## src/rtl/m2_vend_pkg.sv

```systemverilog
// Shared types and helpers for the m2_moore_vend token/coin sequencer.
package m2_vend_pkg;

  typedef enum logic [1:0] {
    IDLE  = 2'd0,
    ARMED = 2'd1,
    VEND  = 2'd2,
    ABORT = 2'd3
  } vend_state_t;

  function automatic int unsigned max_u(input int unsigned a, input int unsigned b);
    return (a > b) ? a : b;
  endfunction

endpackage

```

## src/rtl/edge_rise.sv

```systemverilog
// Single-cycle rising-edge detector; the history register is cleared by reset so a level
// already high when reset releases yields one pulse.
module edge_rise (
  input  logic clk,
  input  logic R,
  input  logic d,
  output logic q_pulse
);

  logic d_q;

  always_ff @(posedge clk) begin
    if (R) begin
      d_q <= 1'b0;
    end else begin
      d_q <= d;
    end
  end

  assign q_pulse = d & ~d_q;

endmodule

```

## src/rtl/m2_moore_vend.sv

```systemverilog
// Moore token/coin vend sequencer: token arms a session, N_COINS coins vend, coin
// inactivity aborts; VEND/ABORT return to IDLE after HOLD cycles (HOLD=0 holds until R).
module m2_moore_vend
  import m2_vend_pkg::*;
#(
  parameter int unsigned N_COINS = 2,
  parameter int unsigned CW      = $clog2(N_COINS + 1),
  parameter int unsigned TIMEOUT = 100_000_000,
  parameter int unsigned HOLD    = 50_000_000,
  parameter int unsigned TW      = $clog2(max_u(TIMEOUT, HOLD) + 1)
) (
  input  logic          clk,
  input  logic          R,
  input  logic          iT,
  input  logic          iM,
  output logic          T,
  output logic          V,
  output logic [CW-1:0] D,
  output logic          E
);

  localparam logic [TW-1:0] TimeoutLast = TW'(TIMEOUT - 1);
  localparam logic [TW-1:0] HoldLast    = TW'((HOLD == 0) ? 0 : HOLD - 1);
  localparam logic [CW-1:0] CoinsLast   = CW'(N_COINS - 1);
  localparam logic [CW-1:0] CoinsFull   = CW'(N_COINS);
  localparam bit            HoldTimed   = (HOLD != 0);

  vend_state_t   state_q, state_d;
  logic [CW-1:0] cnt_q, cnt_d;
  logic [TW-1:0] timer_q, timer_d;
  logic          t_rise, m_rise;

  edge_rise u_edge_t (
    .clk     (clk),
    .R       (R),
    .d       (iT),
    .q_pulse (t_rise)
  );

  edge_rise u_edge_m (
    .clk     (clk),
    .R       (R),
    .d       (iM),
    .q_pulse (m_rise)
  );

  always_comb begin
    state_d = state_q;
    cnt_d   = cnt_q;
    timer_d = timer_q;
    case (state_q)
      IDLE: begin
        cnt_d   = '0;
        timer_d = '0;
        if (t_rise) begin
          state_d = ARMED;
        end
      end
      ARMED: begin
        // A coin on the timeout cycle takes priority over the abort.
        if (m_rise) begin
          cnt_d   = cnt_q + 1'b1;
          timer_d = '0;
          if (cnt_q == CoinsLast) begin
            state_d = VEND;
          end
        end else if (timer_q == TimeoutLast) begin
          state_d = ABORT;
          timer_d = '0;
        end else begin
          timer_d = timer_q + 1'b1;
        end
      end
      VEND, ABORT: begin
        if (HoldTimed) begin
          if (timer_q == HoldLast) begin
            state_d = IDLE;
            cnt_d   = '0;
            timer_d = '0;
          end else begin
            timer_d = timer_q + 1'b1;
          end
        end
      end
      default: begin
        state_d = IDLE;
        cnt_d   = '0;
        timer_d = '0;
      end
    endcase
  end

  always_ff @(posedge clk) begin
    if (R) begin
      state_q <= IDLE;
      cnt_q   <= '0;
      timer_q <= '0;
    end else begin
      state_q <= state_d;
      cnt_q   <= cnt_d;
      timer_q <= timer_d;
    end
  end

  always_comb begin
    T = 1'b0;
    V = 1'b0;
    D = '0;
    E = 1'b0;
    case (state_q)
      ARMED: begin
        T = 1'b1;
        D = cnt_q;
      end
      VEND: begin
        T = 1'b1;
        V = 1'b1;
        D = CoinsFull;
      end
      ABORT: begin
        E = 1'b1;
        D = cnt_q;
      end
      default: ;
    endcase
  end

endmodule

```

## config.mk

```make
export PLATFORM = sky130hd
export DESIGN_NAME = m2_moore_vend
export DESIGN_NICKNAME = d
export VERILOG_FILES = /design/src/rtl/m2_vend_pkg.sv /design/src/rtl/edge_rise.sv /design/src/rtl/m2_moore_vend.sv
export SDC_FILE = /design/constraint.sdc
export NUM_CORES = 1
export LEC_CHECK = 0
export ABC_AREA = 1
export CORE_MARGIN = 10
export CORE_UTILIZATION = 60
export DETAILED_ROUTE_END_ITERATION = 16
export PLACE_DENSITY_LB_ADDON = 0.15
export SYNTH_ARGS = -nofsm -noshare
export SYNTH_HDL_FRONTEND = slang
export SYNTH_SLANG_ARGS = --single-unit
```

## constraint.sdc

```tcl
create_clock -name clk -period 3.3 [get_ports clk]
set_clock_uncertainty 0.2 [all_clocks]
set_input_delay 0.495 -clock clk [delete_from_list [all_inputs] [get_ports clk]]
set_output_delay 0.495 -clock clk [all_outputs]
set_load 0.01 [all_outputs]
```

==> summary.txt <==
Lkg Pwr -> 0.784 nW
Slew headroom -> 73.0%
Setup bufs post-CTS -> 0
Chip height -> 75.8 um
Worst-skew pair later-pin latency -> 350 ps
CTS Root Cell -> clkbuf_4
Period minus WS final -> 2400 ps
Die area -> 5750 sq um
Fin area -> 2050 sq um
Pre-Repair DR Iteration Count -> 4
Wire length per cell -> 11.9 um
Vias in the first global route -> 1490
CP arrival -> 1710 ps
Worst-path fanout max -> 6
IO Port Bufs -> 8
FMAX -> 417 MHz
Post-synth top area cell -> dfxtp_1
DR iter-0 viols -> 144
WHS -> 288 ps
Setup crit end kind -> output pin
Final Setup Violations -> 0
H-tree Lvls -> 2
Top-area cell type share of the netlist area -> 35.3%
Die width -> 75.8 um
Core area -> 3030 sq um
Pins Over Slew Limit -> 0
Final Power -> 0.963 mW
CTS Buffer Depth -> 2
Seq/Total Area, Yosys -> 35.3%
Worst Tran Pin Value -> 402 ps
Synthesis-to-layout area growth -> 9.36%
Max_cap viols -> 0
RSZ-0062 raised after global routing -> no
Final WS setup -> 899 ps
Initial antenna violation count -> 0
GR Overflow Total -> 0
Period utilization -> 72.7%
N_diodes -> 0
DPL Wire Length -> 3060 um
PD cells -> 471 nW/um^2
Initial core utilization -> 61.8%
Nets -> 303
CTS tree -> built
Clock transition at path regs -> 110 ps
Status -> finished clean
DR vias/cell -> 4.94
Post-cts sizing count -> 0
Synth cell types -> 22
Gpl congestion -> 0.882
Clk sink count -> 33
Crit start category -> flop
Synth top area cells -> dfxtp_1, nor2_1, nand2_1
Peak VDD IR -> 0.357 mV
DRC -> 0
Avg Cell Area, Syn -> 6.68 sq um
Setup TNS -> 0 ps
Number of cells produced by synthesis -> 280
Final Hold Fails -> 0
Syn_nets -> 290
# rows -> 20
Synth Cell Area -> 1870 sq um
Largest net degree at the start of global routing -> 25
First-pass GRT wire length -> 6660 um
Hold/Removal Path Class -> reg -> reg
Crit Path Class -> reg -> out
Synth warn -> 0
Pre-CTS WS -> 1250 ps
Share of cells above drive strength 1 -> 5.44%
Req. time, crit path -> 2600 ps
Io pins -> 9
Register bit count reported by yosys -> 33
Hold-fix buffers at CTS -> 0
Placed inst area -> 1980 sq um
GR Util All Layers -> 15.4%
CTS buffer count -> 5
Via count -> 1669
Remaining antenna violation count -> 0
Final wirelength -> 4020 um
[Yosys cell counts]
| cell | number |
|---|---|
| a21oi_1 | 4 |
| nor2_1 | 71 |
| xor2_1 | 13 |
| and3_1 | 1 |
| nor4_1 | 1 |
| nand3_1 | 15 |
| nand2_4 | 2 |
| buf_8 | 2 |
| inv_1 | 39 |
| dfxtp_1 | 33 |
| nand2_1 | 56 |
| o21a_1 | 1 |
| nor2_4 | 1 |
| ha_1 | 6 |
| a211oi_1 | 1 |
| nor2_2 | 1 |
| nand2_2 | 3 |
| xnor2_1 | 6 |
| nand4_1 | 7 |
| nor3_1 | 12 |
| nand3_2 | 1 |
| o21ai_0 | 4 |
[worst max-delay path: stages, from the launching register on]
cell             delay (ps)
dfxtp_1                 440
inv_1                   110
ha_1                    280
clkdlybuf4s50_1         530
[cells by family (layout without fill, tap and decap cells)]
group	after synthesis	in the layout	synth area share, %
buf+inv	41	55	9.43
flops	33	33	35.3
compound gates	10	10	2.94
fa+ha+maj	6	6	4.01
simple gates	171	171	39.4
xor+xnor	19	19	8.90
[per-stage QoR]
stage | std cells | utilization [%]
2_1_floorplan | 280 | -
3_3_place_gp | 330 | 65.2
3_5_place_dp | 330 | 65.2
4_1_cts | 338 | 67.6
5_1_grt | 338 | 67.6
6_report | 338 | 67.6
[power breakdown]
part | internal, mW | leakage [nW] | switching, mW
Combinational | 0.103 | 0.476 | 0.155
Clock | 0.123 | 0.0413 | 0.140
Sequential | 0.421 | 0.267 | 0.0209
Total | 0.647 | 0.784 | 0.315
[registers in the layout, indices dropped and copies added (netlist names)]
signal / flops
u_edge_t.d_q: 1
cnt_q: 2
state_q: 2
u_edge_m.d_q: 1
timer_q: 27
[final cells by class]
| cell class | instances | area [sq um] |
|---|---|---|
| Sequential cell | 33 | 661 |
| Timing Repair Buffer | 8 | 80.1 |
| Clock inverter | 1 | 5.00 |
| Clock buffer | 7 | 65.1 |
| Multi-Input combinational cell | 206 | 1030 |
| Fill cell | 297 | 982 |
| Tap cell | 44 | 55.1 |
| Inverter | 39 | 146 |
[cells in the final DEF, fill, tap and decap left out]
cell type,Yosys,routed
nor2_1,71,71
nand2_1,56,56
inv_1,39,39
dfxtp_1,33,33
nand3_1,15,15
xor2_1,13,13
nor3_1,12,12
clkdlybuf4s50_1,0,8
nand4_1,7,7
xnor2_1,6,6
ha_1,6,6
clkbuf_4,0,5
o21ai_0,4,4
a21oi_1,4,4
nand2_2,3,3
nand2_4,2,2
clkbuf_8,0,2
nor2_4,1,1
nand3_2,1,1
nor2_2,1,1
a211oi_1,1,1
o21a_1,1,1
and3_1,1,1
nor4_1,1,1
clkinv_2,0,1
[routing by layer]
layer | vias to the layer above | global-route usage, % | share of wire (%) | wire length [um]
met5 | - | 0 | 0 | 0
met4 | 0 | 6.80 | 1.9 | 76
met3 | 8 | 4.69 | 4.9 | 199
met2 | 42 | 23.2 | 45 | 1810
met1 | 721 | 19.6 | 48 | 1940
li1 | 898 | - | - | -
[path summary, 6_finish.rpt]
check / to / from / slack [ps] / cells past startpoint
setup reg to reg: timer_q[23] / timer_q[0] / 1270 / 10
hold / removal: timer_q[0] / timer_q[0] / 290 / 1
hold reg to reg: timer_q[0] / timer_q[0] / 290 / 1
setup / recovery: T / state_q[0] / 900 / 3
Note: power is estimated with default switching activity, not from simulation.
